===== src/rtl/lock_and_clear_if.sv =====
// Board-lock handshake and board-RAM port bundle between the fall sequencer/RAM side
// (master) and the lock_and_clear engine (slave).
interface lock_and_clear_if #(
  parameter int COLOUR_W = 6
) ();
  logic                start;
  logic [4:0]          X_anchor;
  logic [5:0]          Y_anchor;
  logic [7:0]          piece_x_off;
  logic [7:0]          piece_y_off;
  logic [COLOUR_W-1:0] piece_colour;
  logic [COLOUR_W-1:0] ram_Q;
  logic [7:0]          ram_addr;
  logic [COLOUR_W-1:0] ram_D;
  logic                ram_wren;
  logic                busy;
  logic                done;
  logic [2:0]          lines_cleared;
  logic                game_over;

  modport master (
    output start, X_anchor, Y_anchor, piece_x_off, piece_y_off, piece_colour, ram_Q,
    input  ram_addr, ram_D, ram_wren, busy, done, lines_cleared, game_over
  );

  modport slave (
    input  start, X_anchor, Y_anchor, piece_x_off, piece_y_off, piece_colour, ram_Q,
    output ram_addr, ram_D, ram_wren, busy, done, lines_cleared, game_over
  );
endinterface


===== src/rtl/lock_and_clear.sv =====
// Writes a landed piece into the board RAM, then removes full rows bottom-up. Latency 269 cycles
// plus 2*WIDTH*r+WIDTH+11 per row cleared at r; start is ignored unless idle.
module lock_and_clear #(
  parameter int WIDTH       = 10,
  parameter int HEIGHT      = 24,
  parameter int COLOUR_W    = 6,
  parameter int HIDDEN_ROWS = 4
) (
  input logic             clk,
  input logic             reset,
  lock_and_clear_if.slave bus
);
  typedef enum logic [2:0] {IDLE, LOCK, SCAN, SHIFT, CLEAR_TOP, DONE} state_t;

  localparam logic [6:0] W7       = 7'(WIDTH);
  localparam logic [6:0] H7       = 7'(HEIGHT);
  localparam logic [6:0] HID7     = 7'(HIDDEN_ROWS);
  localparam logic [5:0] LAST_ROW = 6'(HEIGHT - 1);
  localparam logic [5:0] SCAN_END = 6'(WIDTH);
  localparam logic [5:0] COL_END  = 6'(WIDTH - 1);
  localparam logic [5:0] SH_END   = 6'(2 * WIDTH - 1);

  state_t              state;
  logic [5:0]          cnt;
  logic [5:0]          row;
  logic [5:0]          k;
  logic                full_acc;
  logic [4:0]          x_a;
  logic [5:0]          y_a;
  logic [7:0]          xo_a;
  logic [7:0]          yo_a;
  logic [COLOUR_W-1:0] colour_a;

  function automatic logic [7:0] rc(input logic [5:0] r, input logic [5:0] c);
    return 8'(r) * 8'(WIDTH) + 8'(c);
  endfunction

  logic       idle;
  logic [1:0] idx;
  logic [1:0] cxo;
  logic [1:0] cyo;
  logic [4:0] sel_x;
  logic [5:0] sel_y;
  logic [7:0] sel_xo;
  logic [7:0] sel_yo;
  logic [4:0] ccol;
  logic [5:0] crow;
  logic [7:0] caddr;
  logic       cok;
  logic       chid;
  logic [5:0] sh_nxt;
  logic [5:0] sh_col;
  logic [7:0] sh_addr;
  logic       scan_acc;

  // Cell 0 is decoded straight from the inputs on the accepting edge, cells 1..3 from the capture.
  always_comb begin
    idle   = (state == IDLE);
    sel_x  = idle ? bus.X_anchor    : x_a;
    sel_y  = idle ? bus.Y_anchor    : y_a;
    sel_xo = idle ? bus.piece_x_off : xo_a;
    sel_yo = idle ? bus.piece_y_off : yo_a;
    idx    = idle ? 2'd0 : cnt[1:0];
    cxo    = sel_xo[{idx, 1'b0} +: 2];
    cyo    = sel_yo[{idx, 1'b0} +: 2];
    ccol   = sel_x + {3'b000, cxo};
    crow   = sel_y + {4'b0000, cyo};
    cok    = ({2'b00, ccol} < W7) && ({1'b0, crow} < H7);
    chid   = ({1'b0, crow} < HID7);
    caddr  = rc(crow, {1'b0, ccol});
  end

  // Shift moves cells in pairs: read x, read x+1, write x, write x+1, so each read word is on
  // ram_Q exactly when it is registered into ram_D. This needs WIDTH to be even.
  always_comb begin
    sh_nxt   = cnt + 6'd1;
    sh_col   = {1'b0, sh_nxt[5:2], sh_nxt[0]};
    sh_addr  = rc(sh_nxt[1] ? k : k - 6'd1, sh_col);
    scan_acc = full_acc & ((cnt == 6'd0) | (bus.ram_Q != '0));
  end

  always_ff @(posedge clk or posedge reset) begin
    if (reset) begin
      state             <= IDLE;
      cnt               <= '0;
      row               <= '0;
      k                 <= '0;
      full_acc          <= 1'b0;
      x_a               <= '0;
      y_a               <= '0;
      xo_a              <= '0;
      yo_a              <= '0;
      colour_a          <= '0;
      bus.ram_addr      <= '0;
      bus.ram_D         <= '0;
      bus.ram_wren      <= 1'b0;
      bus.busy          <= 1'b0;
      bus.done          <= 1'b0;
      bus.lines_cleared <= '0;
      bus.game_over     <= 1'b0;
    end else begin
      bus.done <= 1'b0;
      case (state)
        IDLE: begin
          bus.ram_wren <= 1'b0;
          if (bus.start) begin
            x_a               <= bus.X_anchor;
            y_a               <= bus.Y_anchor;
            xo_a              <= bus.piece_x_off;
            yo_a              <= bus.piece_y_off;
            colour_a          <= bus.piece_colour;
            bus.busy          <= 1'b1;
            bus.lines_cleared <= '0;
            bus.ram_addr      <= caddr;
            bus.ram_D         <= bus.piece_colour;
            bus.ram_wren      <= cok;
            bus.game_over     <= bus.game_over | (cok & chid);
            cnt               <= 6'd1;
            state             <= LOCK;
          end
        end
        LOCK: begin
          if (cnt == 6'd4) begin
            bus.ram_wren <= 1'b0;
            bus.ram_addr <= rc(LAST_ROW, 6'd0);
            row          <= LAST_ROW;
            cnt          <= '0;
            full_acc     <= 1'b1;
            state        <= SCAN;
          end else begin
            bus.ram_addr  <= caddr;
            bus.ram_D     <= colour_a;
            bus.ram_wren  <= cok;
            bus.game_over <= bus.game_over | (cok & chid);
            cnt           <= cnt + 6'd1;
          end
        end
        SCAN: begin
          if (cnt != SCAN_END) begin
            cnt      <= cnt + 6'd1;
            full_acc <= scan_acc;
            if (cnt < COL_END) bus.ram_addr <= rc(row, cnt + 6'd1);
          end else if (scan_acc) begin
            if (bus.lines_cleared != 3'd7) bus.lines_cleared <= bus.lines_cleared + 3'd1;
            cnt <= '0;
            if (row == 6'd0) begin
              bus.ram_addr <= '0;
              bus.ram_D    <= '0;
              bus.ram_wren <= 1'b1;
              state        <= CLEAR_TOP;
            end else begin
              k            <= row;
              bus.ram_addr <= rc(row - 6'd1, 6'd0);
              state        <= SHIFT;
            end
          end else if (row == 6'd0) begin
            bus.done <= 1'b1;
            bus.busy <= 1'b0;
            state    <= DONE;
          end else begin
            row          <= row - 6'd1;
            cnt          <= '0;
            full_acc     <= 1'b1;
            bus.ram_addr <= rc(row - 6'd1, 6'd0);
          end
        end
        SHIFT: begin
          if (cnt == SH_END) begin
            cnt <= '0;
            if (k == 6'd1) begin
              bus.ram_addr <= '0;
              bus.ram_D    <= '0;
              bus.ram_wren <= 1'b1;
              state        <= CLEAR_TOP;
            end else begin
              k            <= k - 6'd1;
              bus.ram_addr <= rc(k - 6'd2, 6'd0);
              bus.ram_wren <= 1'b0;
            end
          end else begin
            cnt          <= sh_nxt;
            bus.ram_addr <= sh_addr;
            bus.ram_D    <= bus.ram_Q;
            bus.ram_wren <= sh_nxt[1];
          end
        end
        CLEAR_TOP: begin
          if (cnt == COL_END) begin
            bus.ram_wren <= 1'b0;
            bus.ram_addr <= rc(row, 6'd0);
            cnt          <= '0;
            full_acc     <= 1'b1;
            state        <= SCAN;
          end else begin
            bus.ram_addr <= rc(6'd0, cnt + 6'd1);
            cnt          <= cnt + 6'd1;
          end
        end
        DONE: begin
          bus.ram_wren <= 1'b0;
          state        <= IDLE;
        end
        default: state <= IDLE;
      endcase
    end
  end
endmodule

===== src/flat_wrapper.sv =====
// flat-port wrapper written by rule: the top's interface ports become plain ports
module lock_and_clear_flat 
#(
  parameter int WIDTH       = 10,
  parameter int HEIGHT      = 24,
  parameter int COLOUR_W    = 6,
  parameter int HIDDEN_ROWS = 4
)
  (clk, reset, bus_start, bus_X_anchor, bus_Y_anchor, bus_piece_x_off, bus_piece_y_off, bus_piece_colour, bus_ram_Q, bus_ram_addr, bus_ram_D, bus_ram_wren, bus_busy, bus_done, bus_lines_cleared, bus_game_over);
  lock_and_clear_if #(.COLOUR_W(COLOUR_W)) bus_i ();
  input logic clk;
  input logic reset;
  input wire logic [$bits(bus_i.start)-1:0] bus_start;
  input wire logic [$bits(bus_i.X_anchor)-1:0] bus_X_anchor;
  input wire logic [$bits(bus_i.Y_anchor)-1:0] bus_Y_anchor;
  input wire logic [$bits(bus_i.piece_x_off)-1:0] bus_piece_x_off;
  input wire logic [$bits(bus_i.piece_y_off)-1:0] bus_piece_y_off;
  input wire logic [$bits(bus_i.piece_colour)-1:0] bus_piece_colour;
  input wire logic [$bits(bus_i.ram_Q)-1:0] bus_ram_Q;
  output wire logic [$bits(bus_i.ram_addr)-1:0] bus_ram_addr;
  output wire logic [$bits(bus_i.ram_D)-1:0] bus_ram_D;
  output wire logic [$bits(bus_i.ram_wren)-1:0] bus_ram_wren;
  output wire logic [$bits(bus_i.busy)-1:0] bus_busy;
  output wire logic [$bits(bus_i.done)-1:0] bus_done;
  output wire logic [$bits(bus_i.lines_cleared)-1:0] bus_lines_cleared;
  output wire logic [$bits(bus_i.game_over)-1:0] bus_game_over;
  assign bus_i.start = bus_start;
  assign bus_i.X_anchor = bus_X_anchor;
  assign bus_i.Y_anchor = bus_Y_anchor;
  assign bus_i.piece_x_off = bus_piece_x_off;
  assign bus_i.piece_y_off = bus_piece_y_off;
  assign bus_i.piece_colour = bus_piece_colour;
  assign bus_i.ram_Q = bus_ram_Q;
  assign bus_ram_addr = bus_i.ram_addr;
  assign bus_ram_D = bus_i.ram_D;
  assign bus_ram_wren = bus_i.ram_wren;
  assign bus_busy = bus_i.busy;
  assign bus_done = bus_i.done;
  assign bus_lines_cleared = bus_i.lines_cleared;
  assign bus_game_over = bus_i.game_over;
  lock_and_clear #(.WIDTH(WIDTH), .HEIGHT(HEIGHT), .COLOUR_W(COLOUR_W), .HIDDEN_ROWS(HIDDEN_ROWS)) u_core (.clk(clk), .reset(reset), .bus(bus_i));
endmodule

===== config.mk =====
export PLATFORM = sky130hd
export DESIGN_NAME = lock_and_clear_flat
export DESIGN_NICKNAME = d
export VERILOG_FILES = /design/src/rtl/lock_and_clear_if.sv /design/src/rtl/lock_and_clear.sv /design/src/flat_wrapper.sv
export SDC_FILE = /design/constraint.sdc
export NUM_CORES = 1
export LEC_CHECK = 0
export ABC_AREA = 0
export BUFFER_PORTS_ARGS = -buffer_cell sky130_fd_sc_hd__buf_4
export CORE_ASPECT_RATIO = 0.6
export CORE_MARGIN = 4
export CORE_UTILIZATION = 45
export DETAILED_ROUTE_END_ITERATION = 8
export GPL_ROUTABILITY_DRIVEN = 0
export PLACE_DENSITY = 0.6
export REMOVE_ABC_BUFFERS = 1
export SYNTH_ARGS = -nofsm -noshare
export SYNTH_HDL_FRONTEND = slang
export SYNTH_SLANG_ARGS = --single-unit
export TNS_END_PERCENT = 1

===== constraint.sdc =====
create_clock -name clk -period 9.9 [get_ports clk]
set_input_delay 0 -clock clk [delete_from_list [all_inputs] [get_ports clk]]
set_output_delay 0 -clock clk [all_outputs]
set_load 0.05 [all_outputs]

==> out/metrics.yaml, run 1 <==
timing.rr.start: "u_core.state[1]"
relSlewSlack_pct: 31.1
grt_setup_unrepaired: "no"
grt_pass1_wl_um: 28900
synth_top_area_share_pct: 30.4
period_minus_slack_ps: 4650
arrival_ps: 4880
cts_resized: 0
core-area_um2: 13600
row_count: 33
r2r_end: "u_core.bus.ram_addr[6]"
violations: "hold timing"
grt.total_usage_pct: 22.9
reg2reg_depth: 16
area_growth_pct: 20.2
holdWs_ps: -22.7
cts_hold_buf: 36
syn_area_um2: 6260
synth-seq-area-share_pct: 30.4
worst_pin_slew_ps: 1030
outcome: "complete, but fails checks"
fin_skew_ps: 12.5
drtIter0Drc: 594
drt-total-wl_um: 17900
yosys_warnings: 0
fmax_mhz: 215
grt_pass1_vias: 5201
synth_top_area_cell: "dfrtp_1"
timing.final.crit_share_pct: 47.0
die_y_um: 99.4
worstSetupEndpointType: "flop"
clk_pin_slew_ps: 60
slew_violations: 0
place_hpwl_um: 13700
cts_buffers: 9
grt_max_degree: 77
via_count: 5440
seqCellArea_um2: 1900
crit_start: "u_core.state[1]"
synthTopCellsByArea: "dfrtp_1, ha_1, mux2_2, nand2_1, xnor2_1"
port_buffers: 62
drc: 0
synth_edf_count: 0
fin_util_pct: 55.3
clk-insertion-delay-late_ps: 340
io_pins: 63
startpoint_type: "flop"
drv_cap: 0
cts_root_buffer: "clkbuf_16"
async_flop_share_pct: 100
initial_core_util_pct: 46.0
fin_tns_setup_ps: 0
multi_input_area_um2: 4080
ant_nets: 0
cp_max_fo: 25
wl_per_cell_um: 19.1
cts_sinks: 76
num-nets-final: 873
synth_cell_types: 65
criticalPathCategory: "reg -> reg"
clockBufferDepth: 2
die_x_um: 160
syn_area_per_cell_um2: 9.28
postSynthCellCount: 675
cts_setup_buffers: 0
first_pass_iters: 7
antenna_found_initial: 0
cts_tree: "done"
htree_levels: 3
min_path_type: "in -> async"
reg2reg_slack_ps: 5250
yosys_register_bits: 76
worst_slack_ps: 5250
synth_flop_cell: "dfrtp_1"
drive_above_1_share_pct: 17.8
setup_violations: 0
nFillCells: 1248
num_antenna_cells: 0
die_area_um2: 15900
via_per_inst: 5.82
dp_slack_ps: 5280
hold_viol: 21
gr-total-overflow: 0
cp.required_ps: 10120
==> layout make-up <==
class                      count  area share [%]
multi-input combinational    530            54.2
sequential                    76            25.3
timing repair buffer         103            11.5
clock buffer                  11            3.36
tap                          175            2.91
inverter                      36            1.81
clock inverter                 4           0.964
==> through the flow <==
stage | instance area [µm²] | std cells
after floorplan | 6120 | 642
after global placement | 6840 | 884
after detailed placement | 6840 | 884
after CTS | 7530 | 935
after global routing | 7530 | 935
final | 7530 | 935
==> Yosys cell counts (all sizes together) (4+ instances only) <==
| cell | instances |
|---|---|
| a21o | 15 |
| a21oi | 42 |
| a22oi | 8 |
| a31oi | 6 |
| and2 | 9 |
| and3 | 4 |
| buf | 8 |
| clkbuf | 25 |
| dfrtp | 76 |
| fa | 10 |
| ha | 65 |
| inv | 36 |
| mux2 | 39 |
| mux2i | 13 |
| mux4 | 4 |
| nand2 | 70 |
| nand3 | 24 |
| nor2 | 40 |
| nor2b | 7 |
| nor3 | 13 |
| nor3b | 8 |
| o211ai | 5 |
| o21a | 5 |
| o21ai | 35 |
| o22ai | 6 |
| or3 | 4 |
| xnor2 | 29 |
| xor2 | 24 |
==> worst max path at each step <==
stage / slack [ps] / depth (start not counted) / end
final: 5250 / 16 / u_core.bus.ram_addr[6]
after global routing: 4830 / 17 / u_core.bus.ram_addr[5]
after CTS: 5260 / 16 / u_core.bus.ram_addr[6]
after detailed placement: 5280 / 16 / u_core.bus.ram_addr[6]
after global placement: 5380 / 16 / u_core.bus.ram_addr[6]
after floorplan: 5620 / 16 / u_core.bus.ram_addr[6]
==> sequential cells by signal (all words and copies together), names as in the netlist <==
register / count
u_core.bus.done: 1
u_core.bus.busy: 1
u_core.bus.ram_addr: 8
u_core.bus.ram_wren: 1
u_core.y_a: 6
u_core.colour_a: 6
u_core.row: 6
u_core.cnt: 6
u_core.bus.lines_cleared: 3
u_core.xo_a: 8
u_core.x_a: 5
u_core.bus.game_over: 1
u_core.full_acc: 1
u_core.state: 3
u_core.bus.ram_D: 6
u_core.k: 6
u_core.yo_a: 8
==> critical path, cell delays in order, from the launching register on <==
cell	delay [ps]
dfrtp_1	640
or3_1	750
nand2_1	160
nand2_1	110
ha_1	300
a21o_1	200
nand2_1	90
xor2_1	140
o21ai_0	300
ha_1	300
ha_1	290
ha_1	310
nor2b_1	140
o21ai_0	180
xor2_1	180
o211ai_1	100
o32a_1	340
==> layer usage <==
metal	routed length (µm)	part of all wire, %	track usage (%)
met1	8810	49	35.2
met2	6970	39	30.7
met3	1880	11	7.91
met4	189	1.1	4.76
met5	0	0	0
==> cell families (layout without fill, tap and decap cells) <==
family	after synthesis	after routing	share of synthesized area, %
compound gates	151	151	15.5
xor+xnor	54	54	7.77
fa+ha+maj	75	75	16.2
buf+inv	69	154	4.47
flops	76	76	30.4
simple gates	194	194	15.1
mux	56	56	10.6
==> cell usage in the layout, fill, tap and decap left out, drive strengths merged, types with 7 or more instances in the layout <==
master        n
buf          67
o21ai        35
dfrtp        76
mux2i        13
xor2         24
ha           65
nand3        24
and2          9
a22oi         8
fa           10
a21o         15
nor2b         7
inv          35
mux2         39
nand2        70
nor3         13
nor2         40
nor3b         8
clkbuf       11
dlygate4sd3  36
a21oi        42
xnor2        29
Power of run 1 is left out: the tool's default activity adds up to more than one toggle a clock period on the data nets, which glitch-free logic cannot reach.
==> run 2, diff against run 1 <==
- clock period: 9.9 -> 4.7 ns (I/O delays scaled with it)
==> out/metrics.yaml, run 2 (same netlist as run 1, synthesis figures left out) <==
nFillCells: 1205
grt.total_usage_pct: 22.5
worstHoldPathCells: 3
drt-total-wl_um: 17700
die_area_um2: 15900
grt_setup_unrepaired: "no"
clockBufferDepth: 2
place_hpwl_um: 13700
area_growth_pct: 20.7
cts_sinks: 76
htree_levels: 3
die_y_um: 99.4
slew_violations: 0
num-nets-final: 879
clk_pin_slew_ps: 70
clk-insertion-delay-late_ps: 340
first_pass_iters: 6
wl_per_cell_um: 18.8
row_count: 33
num_antenna_cells: 0
cp_max_fo: 12
drive_above_1_share_pct: 18.5
drv_cap: 0
cts_setup_buffers: 0
gr-total-overflow: 0
via_count: 5425
drtIter0Drc: 437
fin_tns_setup_ps: 0
setup_violations: 0
antenna_found_initial: 0
reg2reg_slack_ps: 320
r2r_end: "u_core.bus.ram_addr[6]"
startpoint_type: "flop"
final_cell_mix: "dfrtp_1, buf_4, nand2_1, ha_1, a21oi_1"
period_minus_slack_ps: 4380
timing.rr.start: "u_core.cnt[0]"
min_path_type: "in -> reg"
worstSetupEndpointType: "flop"
hold_path_startpoint: "bus_ram_Q[0]"
port_buffers: 62
criticalPathCategory: "reg -> reg"
fmax_mhz: 228
cts_tree: "done"
final_common_cell: "dfrtp_1"
core-area_um2: 13600
cts_buffers: 9
cts_root_buffer: "clkbuf_16"
die_x_um: 160
fin_skew_ps: 9.42
timing.final.crit_share_pct: 93.2
io_pins: 63
relSlewSlack_pct: 30.8
cp.required_ps: 4930
reg2reg_depth: 16
grt_pass1_wl_um: 28400
initial_core_util_pct: 46.0
via_per_inst: 5.76
arrival_ps: 4610
reg_top3: "u_core.bus.ram_addr x8, u_core.xo_a x8, u_core.yo_a x8"
ant_nets: 0
grt_pass1_vias: 5300
grt_max_degree: 53
drc: 0
hold_end: "u_core.bus.ram_D[0]"
outcome: "completed"
worst_pin_slew_ps: 1030
hold_viol: 0
## run 2: cell count changes in the layout (fill, tap and decap cells not counted), sizes merged
cell         delta
clkinv          +1
clkbuf          -1
buf             +5
bufinv          -1
inv             +2
dlygate4sd3     +1
## run 2: critical path: stages (launching register included)
cell and delay (ps):
dfrtp_2 520, mux4_2 530, nand2_1 80, nand2_1 140
ha_1 320, a21o_1 210, nand2_1 100, xor2_1 160
o21ai_0 320, ha_1 310, ha_1 290, ha_1 310
nor2b_1 140, o21ai_0 220, xor2_1 200, o211ai_1 100
o32a_1 330
## run 2: final cells by class
class                   count  area, µm²  share of cell area [%]
well taps                 175        219                    2.90
flip-flops and latches     76       1900                    25.2
multi-input cells         530       4080                    54.0
clock buffers              10        239                    3.16
inverters                  36        136                    1.80
clock inverters             6       68.8                   0.910
repair buffers            109        911                    12.0
## run 2: layer usage
layer	wire length, µm	track usage [%]
met2	7060	31.1
met4	149	4.76
met1	8940	34.9
met3	1540	5.92
met5	0	0
## run 2: metrics by stage
| stage | util [%] | cells | instance area (µm²) | setup WS, ps | hold WS (ps) |
|---|---|---|---|---|---|
| after CTS | 55.5 | 942 | 7560 | 178 | 31.1 |
| final | 55.5 | 942 | 7560 | 317 | 41.3 |
| after global routing | 55.5 | 942 | 7560 | 99.1 | 40.0 |
| after detailed placement | 50.5 | 889 | 6880 | 187 | 29.9 |
| after global placement | 50.5 | 889 | 6880 | 408 | 24.0 |
| after floorplan | - | 642 | 6120 | 415 | 152 |
## run 2: worst max-delay path by stage
stage,from,end,slack [ps],cells past startpoint
after floorplan,u_core.state[1],u_core.bus.ram_addr[6],420,16
after global placement,u_core.cnt[0],u_core.bus.ram_addr[6],410,16
after detailed placement,u_core.cnt[0],u_core.bus.ram_addr[6],190,16
after CTS,u_core.cnt[0],u_core.bus.ram_addr[6],180,16
after global routing,u_core.cnt[0],u_core.bus.ram_addr[6],100,16
final,u_core.cnt[0],u_core.bus.ram_addr[6],320,16
## run 2: repair_timing
action / in CTS / in global routing
endpoints found under the hold margin: 60 / 0
endpoints found under the setup margin: 0 / 3
resized for setup: 0 / 1
hold buffers: 37 / 0
Power of run 2 is left out for the same reason.
==> run 3, diff against run 2 <==
- CORE_ASPECT_RATIO: 0.6 -> 1.75
==> out/metrics.yaml, run 3 (same netlist as run 1, synthesis figures left out) <==
startpoint_type: "flop"
cts_sinks: 76
num-nets-final: 877
cp_max_fo: 12
clockBufferDepth: 2
reg_top3: "u_core.bus.ram_addr x8, u_core.xo_a x8, u_core.yo_a x8"
relSlewSlack_pct: 32.2
drc: 0
grt_pass1_vias: 5702
criticalPathCategory: "reg -> reg"
drive_above_1_share_pct: 18.4
grt_max_degree: 77
min_path_type: "in -> async"
worst_pin_slew_ps: 1020
final_cell_mix: "dfrtp_1, buf_4, nand2_1, ha_1, a21oi_1"
area_growth_pct: 21.0
place_hpwl_um: 13700
cts_buffers: 9
timing.final.crit_share_pct: 91.7
via_per_inst: 5.81
num_antenna_cells: 0
fmax_mhz: 232
die_x_um: 97.2
violations: "hold timing"
drt-total-wl_um: 17600
initial_core_util_pct: 46.3
cts_root_buffer: "clkbuf_16"
grt_pass1_wl_um: 28700
holdWs_ps: -36.9
grt_setup_unrepaired: "no"
die_area_um2: 15900
drv_cap: 0
period_minus_slack_ps: 4310
wl_per_cell_um: 18.7
arrival_ps: 4530
antenna_found_initial: 0
worstSetupEndpointType: "flop"
first_pass_iters: 6
io_pins: 63
fin_skew_ps: 5.66
clk-insertion-delay-late_ps: 340
ant_nets: 0
hold_viol: 36
reg2reg_depth: 16
setup_violations: 0
grt.total_usage_pct: 22.7
fin_tns_setup_ps: 0
port_buffers: 62
htree_levels: 3
clk_pin_slew_ps: 60
outcome: "complete, but fails checks"
cts_tree: "done"
cp.required_ps: 4920
gr-total-overflow: 0
final_common_cell: "dfrtp_1"
core-area_um2: 13500
via_count: 5455
die_y_um: 164
row_count: 56
slew_violations: 0
drtIter0Drc: 306
[run 3: changes by cell type in the layout (fill, tap and decap cells not counted)]
cell / change
clkinv_2: -1
inv_6: -1
clkbuf_8: -1
dlygate4sd3_1: -1
clkinv_4: +1
buf_4: -1
bufinv_16: +2
[run 3: critical path, cell delays in order (launching register included)]
cell      delay, ps
dfrtp_2         530
mux4_2          530
nand2_1          80
nand2_1         100
ha_1            300
a21o_1          200
nand2_1          90
xor2_1          140
o21ai_0         330
ha_1            310
ha_1            290
ha_1            320
nor2b_1         140
o21ai_0         190
xor2_1          190
o211ai_1        100
o32a_1          340
[run 3: area by class of cell]
| class | instances | area (µm²) |
|---|---|---|
| clock buffer | 9 | 225 |
| tap | 174 | 218 |
| sequential | 76 | 1900 |
| timing repair buffer | 107 | 893 |
| multi-input combinational | 530 | 4080 |
| fill | 1225 | 5940 |
| inverter | 36 | 136 |
| clock inverter | 7 | 124 |
[run 3: final timing paths]
check	from	to	slack, ps
max	u_core.cnt[0]	u_core.bus.ram_addr[6]	390
min	reset	u_core.yo_a[2]	-40
max reg2reg	u_core.cnt[0]	u_core.bus.ram_addr[6]	390
min reg2reg	u_core.bus.game_over	u_core.bus.game_over	500
max in group asynchronous	reset	u_core.k[1]	4050
min in group clk	bus_ram_Q[1]	u_core.bus.ram_D[1]	40
[run 3: stage by stage]
step / instance area (µm²) / instances / utilization, % / setup WS, ps / hold slack (ps)
after floorplan: 6120 / 642 / - / 415 / 152
after global placement: 6870 / 887 / 50.8 / 378 / 235
after detailed placement: 6870 / 887 / 50.8 / 234 / 237
after global routing: 7580 / 939 / 56.1 / 108 / 36.7
after CTS: 7580 / 939 / 56.1 / 215 / 17.2
final: 7580 / 939 / 56.1 / 391 / -36.9
[run 3: timing repair]
| action | CTS | global route |
|---|---|---|
| hold buffers | 36 | 0 |
| endpoints found under the hold margin | 36 | 0 |
| endpoints found under the setup margin | 0 | 3 |
| gates resized for setup | 0 | 1 |
| setup buffers | 0 | 0 |
[run 3: metal layers]
metal / wire [µm] / GRT usage [%] / up-vias
met3: 643 / 3.57 / 61
li1: - / - / 2580
met1: 6220 / 23.4 / 2655
met4: 1120 / 14.1 / 0
met5: 0 / 0 / -
met2: 9620 / 42.5 / 159
Power of run 3 is left out for the same reason.
